===== src/rtl/mandala_pkg.sv =====
// Shared types and lookup tables for the mandala pattern engine.
//   mode_e        : animation mode as presented on the mode input
//   pulse_state_t : ring-pulse FSM state encoding
//   ANG_TA/ANG_TB : per-ring pair of angle bits whose XOR decides if a pixel is lit
//   TINT          : per-ring colour, three 6-bit channels {R,G,B}; the engine keeps
//                   the CBITS most significant bits of each channel
package mandala_pkg;

   typedef enum logic [1:0] {
      MODE_STATIC = 2'd0,
      MODE_ROT    = 2'd1,
      MODE_ROTCOL = 2'd2,
      MODE_PULSE  = 2'd3
   } mode_e;

   typedef logic [1:0] pulse_state_t;
   localparam pulse_state_t PS_IDLE   = 2'd0;
   localparam pulse_state_t PS_GROW   = 2'd1;
   localparam pulse_state_t PS_SHRINK = 2'd2;

   localparam logic [2:0] ANG_TA [16] = '{
      3'd0, 3'd1, 3'd2, 3'd3, 3'd4, 3'd5, 3'd6, 3'd7,
      3'd0, 3'd2, 3'd4, 3'd6, 3'd1, 3'd3, 3'd5, 3'd7
   };

   localparam logic [2:0] ANG_TB [16] = '{
      3'd1, 3'd2, 3'd3, 3'd4, 3'd5, 3'd6, 3'd7, 3'd0,
      3'd3, 3'd5, 3'd7, 3'd1, 3'd4, 3'd6, 3'd0, 3'd2
   };

   localparam logic [17:0] TINT [16] = '{
      {6'd63, 6'd0,  6'd0 },
      {6'd63, 6'd32, 6'd0 },
      {6'd63, 6'd63, 6'd0 },
      {6'd0,  6'd63, 6'd0 },
      {6'd0,  6'd63, 6'd63},
      {6'd0,  6'd0,  6'd63},
      {6'd32, 6'd0,  6'd63},
      {6'd63, 6'd0,  6'd63},
      {6'd63, 6'd63, 6'd63},
      {6'd16, 6'd16, 6'd16},
      {6'd48, 6'd16, 6'd0 },
      {6'd0,  6'd48, 6'd16},
      {6'd16, 6'd0,  6'd48},
      {6'd40, 6'd40, 6'd8 },
      {6'd8,  6'd40, 6'd40},
      {6'd40, 6'd8,  6'd40}
   };

   // Per-frame counter increment: speed 0..7 maps to a step of 1..8.
   function automatic logic [3:0] frame_step(input logic [2:0] speed);
      return {1'b0, speed} + 4'd1;
   endfunction

endpackage


===== src/rtl/mandala_anim_ctrl.sv =====
// Frame-rate animation state for the mandala engine: rotation counter, colour-cycle
// counter and the ring-pulse FSM. Everything moves only on frame_start, using the
// mode/speed present on that cycle, so the picture never tears mid-frame.
//   clk, rst_n   : pixel clock, synchronous active-low reset
//   frame_start  : one-cycle pulse at the start of vsync
//   mode, speed  : animation controls, only looked at on frame_start
//   rot_cnt_o    : 8-bit rotation added to the folded angle
//   base_o       : colour-cycle offset (top CBITS of the colour counter)
//   pulse_off_o  : offset added to the squared radius in pulse mode
//
// state     | meaning
// ----------+-----------------------------------------------------------
// PS_IDLE   | not pulsing, pulse_off held at 0
// PS_GROW   | pulse_off rising by 64*(speed+1) per frame up to PULSE_MAX
// PS_SHRINK | pulse_off falling by 64*(speed+1) per frame down to 0
module mandala_anim_ctrl
   import mandala_pkg::*;
#(
   parameter int CBITS      = 2,
   parameter int RING_SHIFT = 14,
   parameter int PULSE_MAX  = 8191
) (
   input  logic                  clk,
   input  logic                  rst_n,
   input  logic                  frame_start,
   input  logic [1:0]            mode,
   input  logic [2:0]            speed,
   output logic [7:0]            rot_cnt_o,
   output logic [CBITS-1:0]      base_o,
   output logic [RING_SHIFT-1:0] pulse_off_o
);

   // Headroom so the grow sum can be compared against PULSE_MAX before clamping.
   localparam int ACC_W = RING_SHIFT + 11;
   localparam logic [ACC_W-1:0] PMAX_W = ACC_W'(PULSE_MAX);

   logic [7:0]            rot_q, rot_d;
   logic [7:0]            col_q, col_d;
   logic [RING_SHIFT-1:0] pulse_q, pulse_d;
   pulse_state_t          state_q, state_d;

   mode_e            mode_s;
   logic [3:0]       inc;
   logic [ACC_W-1:0] step_w, pulse_w, grow_w;

   always_comb begin
      mode_s  = mode_e'(mode);
      inc     = frame_step(speed);
      step_w  = ACC_W'({inc, 6'b0});
      pulse_w = ACC_W'(pulse_q);
      grow_w  = pulse_w + step_w;
      rot_d   = rot_q;
      col_d   = col_q;
      pulse_d = pulse_q;
      state_d = state_q;
      if (frame_start) begin
         if (mode_s != MODE_STATIC) rot_d = rot_q + {4'b0, inc};
         if (mode_s == MODE_ROTCOL) col_d = col_q + {4'b0, inc};
         if (mode_s != MODE_PULSE) begin
            state_d = PS_IDLE;
            pulse_d = '0;
         end else begin
            case (state_q)
               // IDLE always holds pulse_off at 0, so leaving it takes the first
               // grow step on the same frame.
               PS_IDLE, PS_GROW: begin
                  if (grow_w >= PMAX_W) begin
                     pulse_d = PMAX_W[RING_SHIFT-1:0];
                     state_d = PS_SHRINK;
                  end else begin
                     pulse_d = grow_w[RING_SHIFT-1:0];
                     state_d = PS_GROW;
                  end
               end
               PS_SHRINK: begin
                  if (pulse_w <= step_w) begin
                     pulse_d = '0;
                     state_d = PS_GROW;
                  end else begin
                     pulse_d = pulse_q - step_w[RING_SHIFT-1:0];
                  end
               end
               default: begin
                  state_d = PS_IDLE;
                  pulse_d = '0;
               end
            endcase
         end
      end
   end

   always_ff @(posedge clk) begin
      if (!rst_n) begin
         rot_q   <= '0;
         col_q   <= '0;
         pulse_q <= '0;
         state_q <= PS_IDLE;
      end else begin
         rot_q   <= rot_d;
         col_q   <= col_d;
         pulse_q <= pulse_d;
         state_q <= state_d;
      end
   end

   assign rot_cnt_o   = rot_q;
   assign base_o      = col_q[7 -: CBITS];
   assign pulse_off_o = pulse_q;

endmodule


===== src/rtl/mandala_pixel_pipe.sv =====
// Three-stage mandala pixel pipeline for the TinyVGA tile.
//   S1: |dx|, |dy| from the pattern centre and the rotated folded angle
//   S2: saturated squared radius plus pulse offset
//   S3: ring select, angle-bit test and ring colour + colour-cycle base
// hsync/vsync/valid ride along the same three stages so colour and sync stay aligned.
//   clk, rst_n          : pixel clock, synchronous active-low reset
//   frame_start         : start-of-frame pulse, advances the animation
//   pix_valid           : display_on; rgb is forced to 0 when low
//   pix_x, pix_y        : current pixel coordinate
//   hsync_in, vsync_in  : raw syncs
//   mode, speed         : animation controls (used on frame_start only)
//   rgb                 : {R,G,B}, CBITS each
//   hsync_out, vsync_out: syncs delayed to match rgb
module mandala_pixel_pipe
   import mandala_pkg::*;
#(
   parameter int H_CENTER   = 320,
   parameter int V_CENTER   = 240,
   parameter int NUM_RINGS  = 8,
   parameter int RING_SHIFT = 14,
   parameter int CBITS      = 2,
   parameter int PULSE_MAX  = 8191
) (
   input  logic               clk,
   input  logic               rst_n,
   input  logic               frame_start,
   input  logic               pix_valid,
   input  logic [9:0]         pix_x,
   input  logic [9:0]         pix_y,
   input  logic               hsync_in,
   input  logic               vsync_in,
   input  logic [1:0]         mode,
   input  logic [2:0]         speed,
   output logic [3*CBITS-1:0] rgb,
   output logic               hsync_out,
   output logic               vsync_out
);

   localparam logic [9:0]  HC     = 10'(H_CENTER);
   localparam logic [9:0]  VC     = 10'(V_CENTER);
   localparam logic [20:0] NRINGS = 21'(NUM_RINGS);

   logic [7:0]            rot_cnt;
   logic [CBITS-1:0]      base;
   logic [RING_SHIFT-1:0] pulse_off;

   mandala_anim_ctrl #(
      .CBITS      (CBITS),
      .RING_SHIFT (RING_SHIFT),
      .PULSE_MAX  (PULSE_MAX)
   ) u_anim (
      .clk         (clk),
      .rst_n       (rst_n),
      .frame_start (frame_start),
      .mode        (mode),
      .speed       (speed),
      .rot_cnt_o   (rot_cnt),
      .base_o      (base),
      .pulse_off_o (pulse_off)
   );

   // Stage 1. pulse_off and base are captured with the pixel so a frame_start
   // that lands while the pixel is in flight cannot change its colour.
   logic [9:0]            dx_d, dy_d;
   logic [7:0]            ang_d;
   logic [9:0]            dx_q, dy_q;
   logic [7:0]            ang1_q;
   logic [RING_SHIFT-1:0] pulse1_q;
   logic [CBITS-1:0]      base1_q;
   logic                  v1_q, hs1_q, vs1_q;

   always_comb begin
      dx_d  = (pix_x >= HC) ? pix_x - HC : HC - pix_x;
      dy_d  = (pix_y >= VC) ? pix_y - VC : VC - pix_y;
      ang_d = (dx_d[7:0] ^ dy_d[7:0]) + rot_cnt;
   end

   always_ff @(posedge clk) begin
      if (!rst_n) begin
         dx_q     <= '0;
         dy_q     <= '0;
         ang1_q   <= '0;
         pulse1_q <= '0;
         base1_q  <= '0;
         v1_q     <= 1'b0;
         hs1_q    <= 1'b0;
         vs1_q    <= 1'b0;
      end else begin
         dx_q     <= dx_d;
         dy_q     <= dy_d;
         ang1_q   <= ang_d;
         pulse1_q <= pulse_off;
         base1_q  <= base;
         v1_q     <= pix_valid;
         hs1_q    <= hsync_in;
         vs1_q    <= vsync_in;
      end
   end

   // Stage 2
   logic [19:0]      dx2, dy2, r2;
   logic [20:0]      r2_sum, rsum_d;
   logic [20:0]      rsum2_q;
   logic [7:0]       ang2_q;
   logic [CBITS-1:0] base2_q;
   logic             v2_q, hs2_q, vs2_q;

   always_comb begin
      dx2    = {10'b0, dx_q} * {10'b0, dx_q};
      dy2    = {10'b0, dy_q} * {10'b0, dy_q};
      r2_sum = {1'b0, dx2} + {1'b0, dy2};
      r2     = r2_sum[20] ? 20'hFFFFF : r2_sum[19:0];
      rsum_d = {1'b0, r2} + 21'(pulse1_q);
   end

   always_ff @(posedge clk) begin
      if (!rst_n) begin
         rsum2_q <= '0;
         ang2_q  <= '0;
         base2_q <= '0;
         v2_q    <= 1'b0;
         hs2_q   <= 1'b0;
         vs2_q   <= 1'b0;
      end else begin
         rsum2_q <= rsum_d;
         ang2_q  <= ang1_q;
         base2_q <= base1_q;
         v2_q    <= v1_q;
         hs2_q   <= hs1_q;
         vs2_q   <= vs1_q;
      end
   end

   // Stage 3
   logic [20:0]        ring;
   logic [3:0]         idx;
   logic [17:0]        tint_w;
   logic               lit;
   logic [3*CBITS-1:0] rgb_d;
   logic [3*CBITS-1:0] rgb_q;
   logic               hs3_q, vs3_q;

   always_comb begin
      ring   = rsum2_q >> RING_SHIFT;
      idx    = ring[3:0];
      tint_w = TINT[idx];
      lit    = v2_q && (ring < NRINGS) &&
               (ang2_q[ANG_TA[idx]] ^ ang2_q[ANG_TB[idx]]);
      rgb_d  = '0;
      if (lit) begin
         // Channel c=0 is blue (low bits); each channel wraps on its own.
         for (int c = 0; c < 3; c++) begin
            rgb_d[c*CBITS +: CBITS] = tint_w[c*6 + 6 - CBITS +: CBITS] + base2_q;
         end
      end
   end

   always_ff @(posedge clk) begin
      if (!rst_n) begin
         rgb_q <= '0;
         hs3_q <= 1'b0;
         vs3_q <= 1'b0;
      end else begin
         rgb_q <= rgb_d;
         hs3_q <= hs2_q;
         vs3_q <= vs2_q;
      end
   end

   assign rgb       = rgb_q;
   assign hsync_out = hs3_q;
   assign vsync_out = vs3_q;

endmodule


===== config.mk =====
export PLATFORM = sky130hd
export DESIGN_NAME = mandala_pixel_pipe
export DESIGN_NICKNAME = d
export VERILOG_FILES = /design/src/rtl/mandala_pkg.sv /design/src/rtl/mandala_anim_ctrl.sv /design/src/rtl/mandala_pixel_pipe.sv
export SDC_FILE = /design/constraint.sdc
export NUM_CORES = 1
export LEC_CHECK = 0
export BUFFER_PORTS_ARGS = -buffer_cell sky130_fd_sc_hd__buf_2
export CAP_MARGIN = 25
export CORE_MARGIN = 3
export CORE_UTILIZATION = 45
export CTS_CLUSTER_SIZE = 28
export DETAILED_ROUTE_END_ITERATION = 8
export GPL_ROUTABILITY_DRIVEN = 1
export RECOVER_POWER = 100
export SLEW_MARGIN = 25
export SYNTH_ARGS = -nofsm -noshare
export SYNTH_HDL_FRONTEND = slang
export SYNTH_SLANG_ARGS = --single-unit
export TNS_END_PERCENT = 30

===== constraint.sdc =====
create_clock -name clk -period 7.37 [get_ports clk]
set_input_delay 0.3685 -clock clk [delete_from_list [all_inputs] [get_ports clk]]
set_output_delay 0.3685 -clock clk [all_outputs]
set_load 0.1 [all_outputs]

* Word level (Yosys, flattened, before mapping)
Memory sizes are Yosys's and may differ from the RTL's.
Cells that the tools add are included.
** Word-level totals
- Register bits after elaboration :: 121
- Bits in latches :: 0
- Memory bits (writable) :: 0
- Memory bits (read-only) :: 384
- Input port bits :: 31
- Output and inout port bits :: 8
- Logic and storage cells :: 87
- Memories :: 3
** Memory list
- (name not given) :: words 16, width 18, read ports 1, clocked after memory_dff 0, wr ports 0, line mandala_pixel_pipe.sv:146 : tint_w = TINT[idx];
- (name not given) :: words 16, width 3, read ports 1, clocked after memory_dff 0, wr ports 0, line mandala_pixel_pipe.sv:148 : (ang2_q[ANG_TA[idx]] ^ ang2_q[ANG_TB[idx]]);
- (name not given) :: words 16, width 3, read ports 1, clocked after memory_dff 0, wr ports 0, line mandala_pixel_pipe.sv:148
** Operators by class
- Add/subtract/negate cells :: 15
- Multiply operators :: 2
- Divide/modulo/power cells :: 0
- $lt $le $gt $ge :: 8
- Equal/unequal tests :: 5
- Shift operators :: 0
- Mux-type cells :: 21
- Bitwise logic cells :: 3
- Reductions and logical operators :: 9
** Operators with widths (number)
- $mux W14 :: 3
- $mul A10 B10 Y20 :: 2
- $mux W18 :: 2
- $pmux W14 S2 :: 1
- $ge A25 B13 Y1 const B :: 1
- $add A20 B14 Y21 :: 1
- $add A20 B20 Y21 :: 1
- $mux W10 :: 2
- $mux W20 :: 1
- $add A8 B4 Y8 :: 2
- $add A14 B10 Y15 :: 1
- $le A14 B10 Y1 :: 1
- $sub A14 B10 Y14 :: 1
- $mux W3 :: 4
- $ge A10 B8 Y1 const B :: 1
- $ge A10 B9 Y1 const B :: 1
- $sub A10 B8 Y10 const B :: 1
- $sub A10 B9 Y10 const B :: 1
- $sub A8 B10 Y10 const A :: 1
- $sub A9 B10 Y10 const A :: 1
- $add A8 B8 Y8 :: 1
- $lt A3 B4 Y1 const B :: 2
- $reduce_and A2 Y1 :: 4
- $xor A8 B8 Y8 :: 1
- 18 further kinds :: 26

* Depth between registers and ports, before layout
- Word-level depth :: 9
- Gate-level depth with buffers :: 31
- Depth with buffers taken out :: 30

* By module
Synthesis repeated with hierarchy kept, for this count alone.
** Unflattened totals
- Cells, all modules :: 1316
- Area total of the unflattened synthesis :: 11795.1 um^2
** Modules (own cells, without submodules)
- mandala_pixel_pipe :: instances 1, cells each 1073, area each 9738.1 um^2, sequential area each 1501.4 um^2
- mandala_anim_ctrl :: instances 1, cells each 243, area each 2057.0 um^2, sequential area each 540.5 um^2

* Least setup slack after synthesis
OpenSTA, ideal clock, no wires.
- Path kind :: register to register
- Start :: reg dy_q[0]
- End :: reg rsum2_q[18]
- Setup time :: 115 ps
- Data arrival time :: 8067 ps
- Data required time :: 7255 ps
- Setup slack :: -813 ps
- Stages on the path, launching flop included :: 30
- Path buffers :: 3
- Period minus slack after synthesis :: 8183 ps
- Cells stage by stage :: dfxtp_1 clkbuf_1 nand2_1 fa_1 fa_1 inv_1 fa_1 fa_1 fa_1 fa_1 inv_1 fa_1 inv_1 ha_1 and3_1 clkbuf_4 a31oi_4 o21ai_4 xor2_1 clkbuf_1 nand2_1 ha_1 a211oi_1 o21bai_1 o21bai_1 o21a_1 nor2_1 a32oi_4 or4_4 and3_1
** Between the ends
- Longest elaborated chain between the ends :: 4
** Ends and longest elaborated chain
- start, declared :: line mandala_pixel_pipe.sv:66 : logic [9:0] dx_q, dy_q;
- start signal, assigned :: line mandala_pixel_pipe.sv:90 : dy_q <= dy_d;
- $mul A10 B10 Y20 :: line mandala_pixel_pipe.sv:110 : dy2 = {10'b0, dy_q} * {10'b0, dy_q};
- $add A20 B20 Y21 :: line mandala_pixel_pipe.sv:111 : r2_sum = {1'b0, dx2} + {1'b0, dy2};
- $mux W20 :: line mandala_pixel_pipe.sv:112 : r2 = r2_sum[20] ? 20'hFFFFF : r2_sum[19:0];
- $add A20 B14 Y21 :: line mandala_pixel_pipe.sv:113 : rsum_d = {1'b0, r2} + 21'(pulse1_q);
- end signal, assigned :: line mandala_pixel_pipe.sv:125 : rsum2_q <= rsum_d;
- end, declared :: line mandala_pixel_pipe.sv:103 : logic [20:0] rsum2_q;
No other way between the ends.
A chain may end at the register's enable or synchronous reset.

* Worst setup path in the final report
- Start :: reg dx_q[6]
- End :: reg rsum2_q[18]
** Between the ends
- Longest elaborated chain between the ends :: 4
** Ends and longest elaborated chain
- start, declared :: line mandala_pixel_pipe.sv:66
- start signal, assigned :: line mandala_pixel_pipe.sv:80 : dx_q <= '0;
- start signal, assigned :: line mandala_pixel_pipe.sv:89 : dx_q <= dx_d;
- $mul A10 B10 Y20 :: line mandala_pixel_pipe.sv:109 : dx2 = {10'b0, dx_q} * {10'b0, dx_q};
- $add A20 B20 Y21 :: line mandala_pixel_pipe.sv:111
- $mux W20 :: line mandala_pixel_pipe.sv:112
- $add A20 B14 Y21 :: line mandala_pixel_pipe.sv:113
No other way between the ends.

==> flow_metrics.env <==
export IMPL_status="finished with violations"
export IMPL_violations="max-capacitance violations, max-slew violations, negative setup slack"
export IMPL_slowest_stage="or4_4"
export IMPL_power_leakage_nw=6.81
export IMPL_synth_cells_most_frequent="inv_1 (216), fa_1 (135), ha_1 (134)"
export IMPL_viasPerCell=5.03
export IMPL_drtIter0Drc=336
export IMPL_ys_async_sr_fraction_pct=0
export IMPL_synth_main_ff_cell="dfxtp_1"
export IMPL_fin_nets=1716
export IMPL_final_area_um2=13600
export IMPL_die_h_um=165
export IMPL_critPathMaxFanout=7
export IMPL_fin_hold_ws_ps=204
export IMPL_hold_viol_final=0
export IMPL_place_inst=1724
export IMPL_grt_pass1_vias=8808
export IMPL_htree_num_levels=3
export IMPL_ios=39
export IMPL_portBuffers=38
export IMPL_clk_path_buf_depth=2
export IMPL_fin_crit_ps=7580
export IMPL_startpoint_type="flip-flop"
export IMPL_crit_path_frequent_cell="fa_1"
export IMPL_ys_seq_elements=97
export IMPL_clock_latency_ps=370
export IMPL_hold_buffers=0
export IMPL_cts_made_buffers=9
export IMPL_synth_cell_area_um2=11400
export IMPL_firstDrtPassIters=5
export IMPL_drt_wl_total_mm=25.0
export IMPL_hold_path_cell_count=2
export IMPL_final_cells=1745
export IMPL_clk_pin_slew_ps=80
export IMPL_cts_tree="done"
export IMPL_dieArea_um2=27400
export IMPL_gp_congestion=0.841
export IMPL_worstHoldPathType="input port to flip-flop"
export IMPL_synth_top_cell_by_area="fa_1"
export IMPL_end_kind="flip-flop"
export IMPL_fmax_mhz=132
export IMPL_slew_viol_final=40
export IMPL_drv_cap=1
export IMPL_yosys_area_top_type_share_pct=23.6
export IMPL_cts_root_buffer="clkbuf_16"
export IMPL_dp_final_hpwl_mm=20.9
export IMPL_drc=0
export IMPL_syn_inst=1287
export IMPL_synth_cell_types=80
export IMPL_cts_sinks=97
export IMPL_core_area_um2=24700
export IMPL_syn_mean_instance_area_um2=8.89
export IMPL_fin_crit_sh_pct=103
export IMPL_crit_path_max_incr_delay_ps=540
export IMPL_cp_required_ps=7630
export IMPL_grt_overflow=0
export IMPL_antenna_diode_count=0
export IMPL_syn_num_nets=1587
export IMPL_tightest_slew_ps=1820
export IMPL_antenna_found_initial=0
export IMPL_antenna_left=0
export IMPL_cp_arrival_ps=7840
export IMPL_drive_gt1_share_pct=18.8
export IMPL_yosys_top_cells_area="fa_1 (24%), dfxtp_1 (17%), ha_1 (15%)"
export IMPL_p_total_mw=3.27
export IMPL_area_growth_pct=18.5
export IMPL_synth_most_common_cell="inv_1"
export IMPL_grt_pass1_wl_mm=42.0
export IMPL_path_class="flip-flop to flip-flop"
export IMPL_rsz0062_at_grt="true"
export IMPL_grt_max_degree=42
export IMPL_placed_area_um2=13000
export IMPL_post_drt_wl_per_cell_um=14.3
export IMPL_p_per_area_nw_per_um2=241
export IMPL_finalSetupViolations=5
export IMPL_synth_edff_count=0
export IMPL_fp_dieW_um=165
export IMPL_ir_drop_uv=162
export IMPL_slew_headroom_pct=-21.1
export IMPL_row_count=57
export IMPL_vias=8774
export IMPL_grt_usage_pct=19.0
export IMPL_ys_seq_area_share_pct=17.0
export IMPL_initial_core_util_pct=46.4
export IMPL_rr_worst_depth=29
export IMPL_finalClockSkew_ps=14.4
export IMPL_yosysWarningCount=0
export IMPL_fin_ws_ps=-211
report_power, final:
part / internal [mW] / switching, mW / total (mW)
clock network: 0.251 / 0.255 / 0.505
registers: 0.563 / 0.0605 / 0.624
logic: 1.05 / 1.09 / 2.14
total: 1.86 / 1.40 / 3.27
area by class of cell:
cell class,count,area (um^2)
clock buffer,9,225
clock inverter,7,101
fill,2316,11100
inverter,217,815
multi-input combinational,928,8850
sequential,97,1980
tap,324,405
timing repair buffer,163,1170
logic make-up after synthesis:
logic type	count (synthesis)	synth area share [%]
buffers and inverters	262	8.84
AND/OR/NAND/NOR	358	15.5
flip-flops	97	17.0
XOR/XNOR	81	6.43
AO/OA/AOI/OAI	199	11.8
multiplexers	21	2.08
adder cells (fa/ha/maj)	269	38.3
worst paths after layout:
kind / startpoint / end / slack (ps)
hold reg to reg: vs2_q$_SDFF_PN0_ / vsync_out$_SDFF_PN0_ / 430
hold / removal: vsync_in / vs1_q$_SDFF_PN0_ / 200
setup / recovery: dx_q[6]$_SDFF_PN0_ / rsum2_q[18]$_SDFF_PN0_ / -210
setup reg to reg: dx_q[6]$_SDFF_PN0_ / rsum2_q[18]$_SDFF_PN0_ / -210
critical path: cells and delay by family, from the launching register on:
family / cells / cell delay (ps)
adders and majority gates: 9 / 4030
and+or+nand+nor: 8 / 1500
AOI/OAI and AO/OA: 5 / 830
buffers and inverters: 6 / 500
DFF: 1 / 380
xor gates and xnor gates: 1 / 240
routing by layer:
metal	vias to the layer above	wire, um	global-route usage (%)
met1	4219	12100	26.8
met5	-	0	0
met4	0	218	3.21
met3	18	659	2.00
met2	113	12000	32.1
li1	4424	-	-
per-stage QoR:
step	utilization, %	setup TNS [ps]	setup slack, ps
2_1_floorplan	-	-275	-131
3_3_place_gp	52.5	-850	-230
3_5_place_dp	52.5	-1460	-317
4_1_cts	54.1	-640	-207
5_1_grt	54.9	-2210	-483
6_report	54.9	-600	-211
state kept, by name, summed over array words and instances (netlist names), 2 cells and up:
register and count:
pulse1_q 9, base1_q 2, base2_q 2, rgb 6, u_anim.pulse_off_o 9, ang1_q 8, dy_q 10, dx_q 10
u_anim.col_q 8, u_anim.state_q 2, u_anim.rot_cnt_o 8, rsum2_q 7, ang2_q 8
layout by cell type (no fill, tap or decap), types with 7 or more instances in the layout:
cell type,count
a211oi_1,13
a21o_1,17
a21oi_1,49
and2_0,15
and2_1,58
and3_1,7
buf_2,27
buf_4,118
clkbuf_1,12
clkbuf_16,10
dfxtp_1,80
dfxtp_2,10
dfxtp_4,7
fa_1,132
ha_1,117
ha_4,16
inv_1,207
inv_2,10
mux2i_1,17
nand2_1,81
nand2_2,7
nand2b_1,13
nand3_1,16
nor2_1,85
nor2b_1,14
nor3_1,18
nor3b_1,7
o21ai_0,33
o21bai_1,7
xnor2_1,45
xor2_1,32
timing repair:
| action | 4_1_cts | 5_1_grt |
|---|---|---|
| resized for setup | 22 | 36 |
| cloned | 0 | 1 |
| setup endpoints to repair | 6 | 7 |
| setup buffers | 1 | 2 |
| pin swaps | 5 | 23 |
(Power assumes the default switching activity.)
